[src/rtl/onehot_serial_encoder_pkg.sv]
// Shared types and bit-scan helpers for the one-hot serial encoder.
// Helpers work on a MAX_W-bit word; callers zero-extend narrower words and truncate results.
package onehot_enc_pkg;

    localparam int MAX_W     = 64;
    localparam int MAX_IDX_W = $clog2(MAX_W);

    typedef enum logic [1:0] {
        ENC_IDLE = 2'd0,
        ENC_EMIT = 2'd1,
        ENC_ERR  = 2'd2
    } enc_state_t;

    function automatic logic [MAX_IDX_W-1:0] lowest_set_idx(input logic [MAX_W-1:0] word);
        logic [MAX_IDX_W-1:0] idx;
        idx = '0;
        for (int i = MAX_W - 1; i >= 0; i--) begin
            if (word[i]) begin
                idx = MAX_IDX_W'(i);
            end
        end
        return idx;
    endfunction

    function automatic logic is_single(input logic [MAX_W-1:0] word);
        return (word != '0) && ((word & (word - MAX_W'(1))) == '0);
    endfunction

endpackage

[src/rtl/onehot_serial_encoder_lsb_priority_enc.sv]
// Combinational lowest-set-bit encoder; o_idx is 0 and o_any is 0 for an all-zero word.
module lsb_priority_enc
    import onehot_enc_pkg::*;
#(
    parameter  int WIDTH = 4,
    localparam int IDX_W = $clog2(WIDTH)
) (
    input  logic [WIDTH-1:0] i_word,
    output logic [IDX_W-1:0] o_idx,
    output logic             o_any
);

    assign o_idx = IDX_W'(lowest_set_idx(MAX_W'(i_word)));
    assign o_any = |i_word;

endmodule

[src/rtl/onehot_serial_encoder.sv]
// onehot_serial_encoder: emits set-bit indices lowest first; ONEHOT_STRICT_EN rejects multi-hot words.
// First beat one cycle after accept; out_* hold while out_ready is low; in_ready only when idle.
module onehot_serial_encoder
    import onehot_enc_pkg::*;
#(
    parameter  int WIDTH = 4,
    localparam int IDX_W = $clog2(WIDTH)
) (
    input  logic             clk,
    input  logic             rst,
    input  logic [WIDTH-1:0] in_word,
    input  logic             in_valid,
    output logic             in_ready,
    output logic [IDX_W-1:0] out_idx,
    output logic [IDX_W:0]   out_seq,
    output logic             out_last,
    output logic             out_err,
    output logic             out_valid,
    input  logic             out_ready
);

    localparam int SEQ_W = IDX_W + 1;

    localparam logic [1:0] ST_IDLE = ENC_IDLE;
    localparam logic [1:0] ST_EMIT = ENC_EMIT;
    localparam logic [1:0] ST_ERR  = ENC_ERR;

    logic [1:0]       r_state;
    logic [WIDTH-1:0] r_pending;
    logic [SEQ_W-1:0] r_seq;

    logic [IDX_W-1:0] w_low_idx;
    logic             w_any;
    logic             w_single;
    logic             w_accept_err;
    logic             w_emit;
    logic             w_err;

    lsb_priority_enc #(
        .WIDTH (WIDTH)
    ) u_lsb_enc (
        .i_word (r_pending),
        .o_idx  (w_low_idx),
        .o_any  (w_any)
    );

    assign w_single = is_single(MAX_W'(r_pending));

`ifdef ONEHOT_STRICT_EN
    assign w_accept_err = !is_single(MAX_W'(in_word));
`else
    assign w_accept_err = (in_word == '0);
`endif

    // EMIT with nothing pending cannot be reached; gating on w_any keeps a corrupted state silent.
    assign w_emit = (r_state == ST_EMIT) && w_any;
    assign w_err  = (r_state == ST_ERR);

    always_comb begin
        in_ready  = (r_state == ST_IDLE);
        out_valid = w_emit || w_err;
        out_idx   = '0;
        out_seq   = '0;
        out_last  = 1'b0;
        out_err   = 1'b0;
        if (w_emit) begin
            out_idx  = w_low_idx;
            out_seq  = r_seq;
            out_last = w_single;
        end else if (w_err) begin
            out_last = 1'b1;
            out_err  = 1'b1;
        end
    end

    always_ff @(posedge clk or posedge rst) begin
        if (rst) begin
            r_state   <= ST_IDLE;
            r_pending <= '0;
            r_seq     <= '0;
        end else begin
            case (r_state)
                ST_IDLE: begin
                    if (in_valid) begin
                        r_pending <= in_word;
                        r_seq     <= '0;
                        r_state   <= w_accept_err ? ST_ERR : ST_EMIT;
                    end
                end
                ST_EMIT: begin
                    if (out_ready || !w_any) begin
                        // Clearing the lowest set bit needs no decode of w_low_idx.
                        r_pending <= r_pending & (r_pending - WIDTH'(1));
                        r_seq     <= r_seq + SEQ_W'(1);
                        if (w_single || !w_any) begin
                            r_state <= ST_IDLE;
                        end
                    end
                end
                ST_ERR: begin
                    if (out_ready) begin
                        r_state <= ST_IDLE;
                    end
                end
                default: begin
                    r_state <= ST_IDLE;
                end
            endcase
        end
    end

endmodule

[config.mk]
export PLATFORM = sky130hd
export DESIGN_NAME = onehot_serial_encoder
export DESIGN_NICKNAME = d
export VERILOG_FILES = /design/src/rtl/onehot_serial_encoder_pkg.sv /design/src/rtl/onehot_serial_encoder_lsb_priority_enc.sv /design/src/rtl/onehot_serial_encoder.sv
export SDC_FILE = /design/constraint.sdc
export NUM_CORES = 1
export LEC_CHECK = 0
export CAP_MARGIN = 0
export CORE_AREA = 5 5 42 44
export CTS_CLUSTER_DIAMETER = 100
export DETAILED_ROUTE_END_ITERATION = 8
export DIE_AREA = 0 0 47 49
export GPL_ROUTABILITY_DRIVEN = 1
export GPL_TIMING_DRIVEN = 0
export PLACE_DENSITY = 0.85
export SLEW_MARGIN = 40
export SYNTH_ARGS = -nofsm -noshare
export SYNTH_HDL_FRONTEND = slang
export SYNTH_HIERARCHICAL = 1
export SYNTH_SLANG_ARGS = --single-unit
[constraint.sdc]
create_clock -name clk -period 3.05 [get_ports clk]
set_input_delay 0.4575 -clock clk [delete_from_list [all_inputs] [get_ports clk]]
set_output_delay 0.4575 -clock clk [all_outputs]
set_load 0.01 [all_outputs]
==> key figures <==
Status
  – Run status: completed

Placed design
  – Port Buffer Count: 16
  – Final weighted congestion in routability-driven placement: 0.786
  – Detailed placement HPWL: 1.09 mm
  – Cell count after placement: between 90 and 100

Timing
  – Total count of hold-check failures in the final report: 0
  – Count of endpoints failing setup in the final report: 0
  – Fin Clk Skew: 0.00186 ns
  – Actual slew at the worst max-slew pin: 0.483 ns
  – Headroom to the max-slew limit: 67.8%
  – Max Transition Viols Final: 0
  – Share of the clock period used by the worst path: 88.9%
  – Fmax: 369 MHz
  – Worst slack on hold paths: 0.463 ns
  – Final min period: 2.71 ns
  – Unrepaired setup endpoints after global routing: false
  – Final-layout setup total negative slack: 0 ns

Clock network
  – TritonCTS clock tree: built
  – Clock Latency Late Sink: 0.26 ns
  – Hold-fix buffers at CTS: 0
  – Clock slew at the register clock pins of the worst setup and hold paths: around 0.070 ns
  – CTS max path bufs: 2
  – Sink count of the clock tree: 9
  – H-tree lvl count: 1
  – Buffer count from post-CTS setup fixing: 0
  – Clock Root Buffer: sky130_fd_sc_hd__clkbuf_4
  – Inserted Clock Buffers: 3
  – CTS-repair resized insts: 0

Critical path
  – Crit Path Category: reg2out
  – Start point of the critical path: r_state[0]
  – Maximum single-stage delay on the critical path: 0.56 ns
  – Type of destination of the critical path: primary output
  – R2R Path End: r_pending[1]
  – R2r worst-path depth: 7
  – CP startpoint kind: flop
  – Critical path cell sequence: buf_6, nor2b_1, clkbuf_1, a21oi_1, a41oi_1, clkdlybuf4s50_1
  – Critical path endpoint: out_last
  – Data arrival, critical path: approximately 2.3 ns
  – Cell at the slowest stage of the critical path: sky130_fd_sc_hd__clkdlybuf4s50_1
  – Data required time at the worst endpoint: 2.59 ns
  – Startpoint of the lowest-slack register-to-register path: r_pending[2]
  – Reg-to-reg slack, setup: ~1.1 ns
  – Highest fanout seen on the critical path: 10

Floorplanning
  – Effective utilization at floorplan: 44.5%
  – Core outline area: ~1400 um2
  – Overall die area: 2300 um2
  – Number of cell rows: 14
  – Vertical die dimension: 49 um
  – Boundary Pins: 17
  – Width of the die: 47 um

Logic synthesis
  – Dominant cell type by area after synthesis: sky130_fd_sc_hd__dfrtp_1
  – Sequential area share after synthesis: 36.1%
  – Proportion of synthesized flip-flops having asynchronous set or reset: 100%
  – Number of warning messages in the yosys log: 6
  – Leading cell types by total area after synthesis: sky130_fd_sc_hd__dfrtp_1 (36%), sky130_fd_sc_hd__and3_1 (6.0%), sky130_fd_sc_hd__a221o_1 (4.8%)
  – Post-Synthesis Cells: 67
  – Number of distinct library cells after synthesis: 33
  – Fraction of synthesized cell area taken by the top area cell type: a little over a third
  – Combined area of all synthesized cells: roughly 620 um2
  – Dominant cell by count in the synthesized netlist: sky130_fd_sc_hd__dfrtp_1
  – Net Count, Synth: 76
  – Dominant synthesized flop cell: sky130_fd_sc_hd__dfrtp_1
  – Syn avg cell area: ~9.3 um2
  – Number of flops mapped to enable cells by yosys: 0
  – Number of register bits inferred by synthesis: 9
  – Commonest cells in the synthesized netlist: sky130_fd_sc_hd__dfrtp_1 (9), sky130_fd_sc_hd__and3_1 (6), sky130_fd_sc_hd__inv_1 (6)

Route
  – DR vias: 605
  – Routed wire length per instance: roughly 14 um
  – Total wire length after detailed routing: 1.48 mm
  – First-pass iteration count of the detailed router: 5
  – Number of DRC markers after the initial detailed-route iteration: 20
  – Drt drc: 0
  – Post-route antenna net violation count: 0
  – Number of vias per cell after detailed routing: 5.87

Power and ir drop
  – Power density of the placed cells: 1010 nW/um2
  – Max VDD drop: 0.490 mV
  – Leak: 0.410 nW

Global route
  – Global Route Usage Sum: 14.6%
  – Grt ovf: 0
  – Maximum number of pins on one net before global-route repair: 11
  – Number of global-route vias before repair: 598
  – Antenna violations before repair: 0
  – First-pass GRT wire length: 2.54 mm

Cells and area
  – Share of layout cells above drive strength 1: 8.05%
  – Final net count: 97
  – Non-filler instance count after layout: ~100
  – N_diodes: 0
  – Area grow syn2layout: 33.1%

Job
  – Number of max-cap violations: 0

Hold path
  – Min-Delay Path Class: in2async
[power by group]
group / internal, W / switching [W]
combinational: 0.000277 / 0.000231
clock: 0.0000505 / 0.0000449
sequential: 0.000167 / 0.0000717
total: 0.000494 / 0.000347
[cells in the final DEF (no fill, tap or decap), types with 2 or more instances in the layout]
master                            count
sky130_fd_sc_hd__nor2_1               4
sky130_fd_sc_hd__inv_1                6
sky130_fd_sc_hd__nor2b_1              3
sky130_fd_sc_hd__clkbuf_1             2
sky130_fd_sc_hd__nand2_1              3
sky130_fd_sc_hd__and2b_1              2
sky130_fd_sc_hd__or4_1                2
sky130_fd_sc_hd__nand2b_1             3
sky130_fd_sc_hd__and3_1               6
sky130_fd_sc_hd__dfrtp_1              9
sky130_fd_sc_hd__clkdlybuf4s50_1     16
sky130_fd_sc_hd__buf_6                2
sky130_fd_sc_hd__a221o_1              3
sky130_fd_sc_hd__nor3b_1              2
sky130_fd_sc_hd__clkbuf_4             3
sky130_fd_sc_hd__mux2i_1              2
[layer usage]
metal / up-vias / routed length (um) / part of all wire (%) / track usage [%]
met5: - / 0 / 0 / 0
met4: 0 / 20 / 1.3 / 5.53
met3: 6 / 64 / 4.3 / 2.21
met2: 22 / 699 / 47 / 22.4
met1: 287 / 699 / 47 / 20.0
li1: 290 / - / - / -
[area by class of cell]
| class | count | area, um2 |
|---|---|---|
| Clock buffer | 4 | 26.3 |
| Buffer | 4 | 33.8 |
| Inverter | 6 | 22.5 |
| Tap cell | 16 | 20.0 |
| Sequential cell | 9 | 225 |
| Multi-Input combinational cell | 48 | 342 |
| Timing Repair Buffer | 16 | 160 |
| Fill cell | 132 | 572 |
[worst min path at each step]
| stage | start | endpoint | slack, ns |
|---|---|---|---|
| 2_1_floorplan | rst | r_pending[0] | 0.29 |
| 3_3_place_gp | r_seq[2] | r_seq[2] | 0.46 |
| 3_5_place_dp | r_seq[2] | r_seq[2] | 0.47 |
| 4_1_cts | rst | r_pending[3] | 0.48 |
| 5_1_grt | rst | r_pending[2] | 0.50 |
| 6_report | rst | r_seq[0] | 0.46 |
[metrics by stage]
stage | total power, W | setup WS [ns] | cell area (um2) | util (%)
finish | 0.000842 | 0.340 | 830 | 59.2
global route | 0.000912 | 0.192 | 830 | 59.2
CTS | 0.000840 | 0.350 | 830 | 59.2
detailed placement | 0.000743 | 0.634 | 803 | 57.3
global placement | 0.000731 | 0.647 | 803 | 57.3
floorplan | 0.000563 | 1.19 | 623 | -
[registers in the layout (all words and copies together), names as in the netlist]
signal,cells
r_seq,3
r_pending,4
r_state,2
[cells by family after synthesis]
family	Yosys count	share of synthesized area, %
AND/OR/NAND/NOR	28	26.7
AO/OA/AOI/OAI	16	21.5
buffers and inverters	10	9.04
flip-flops	9	36.1
multiplexers	2	3.21
XOR/XNOR	1	1.41
adder cells (fa/ha/maj)	1	2.01
[worst max-delay path, delay by kind of cell, from the launching register on]
| kind | cells | cell delay [ns] |
|---|---|---|
| AO/OA/AOI/OAI | 2 | 0.32 |
| buffers and inverters | 3 | 1.02 |
| flip-flops | 1 | 0.35 |
| AND/OR/NAND/NOR | 1 | 0.29 |
(Power assumes the default switching activity.)
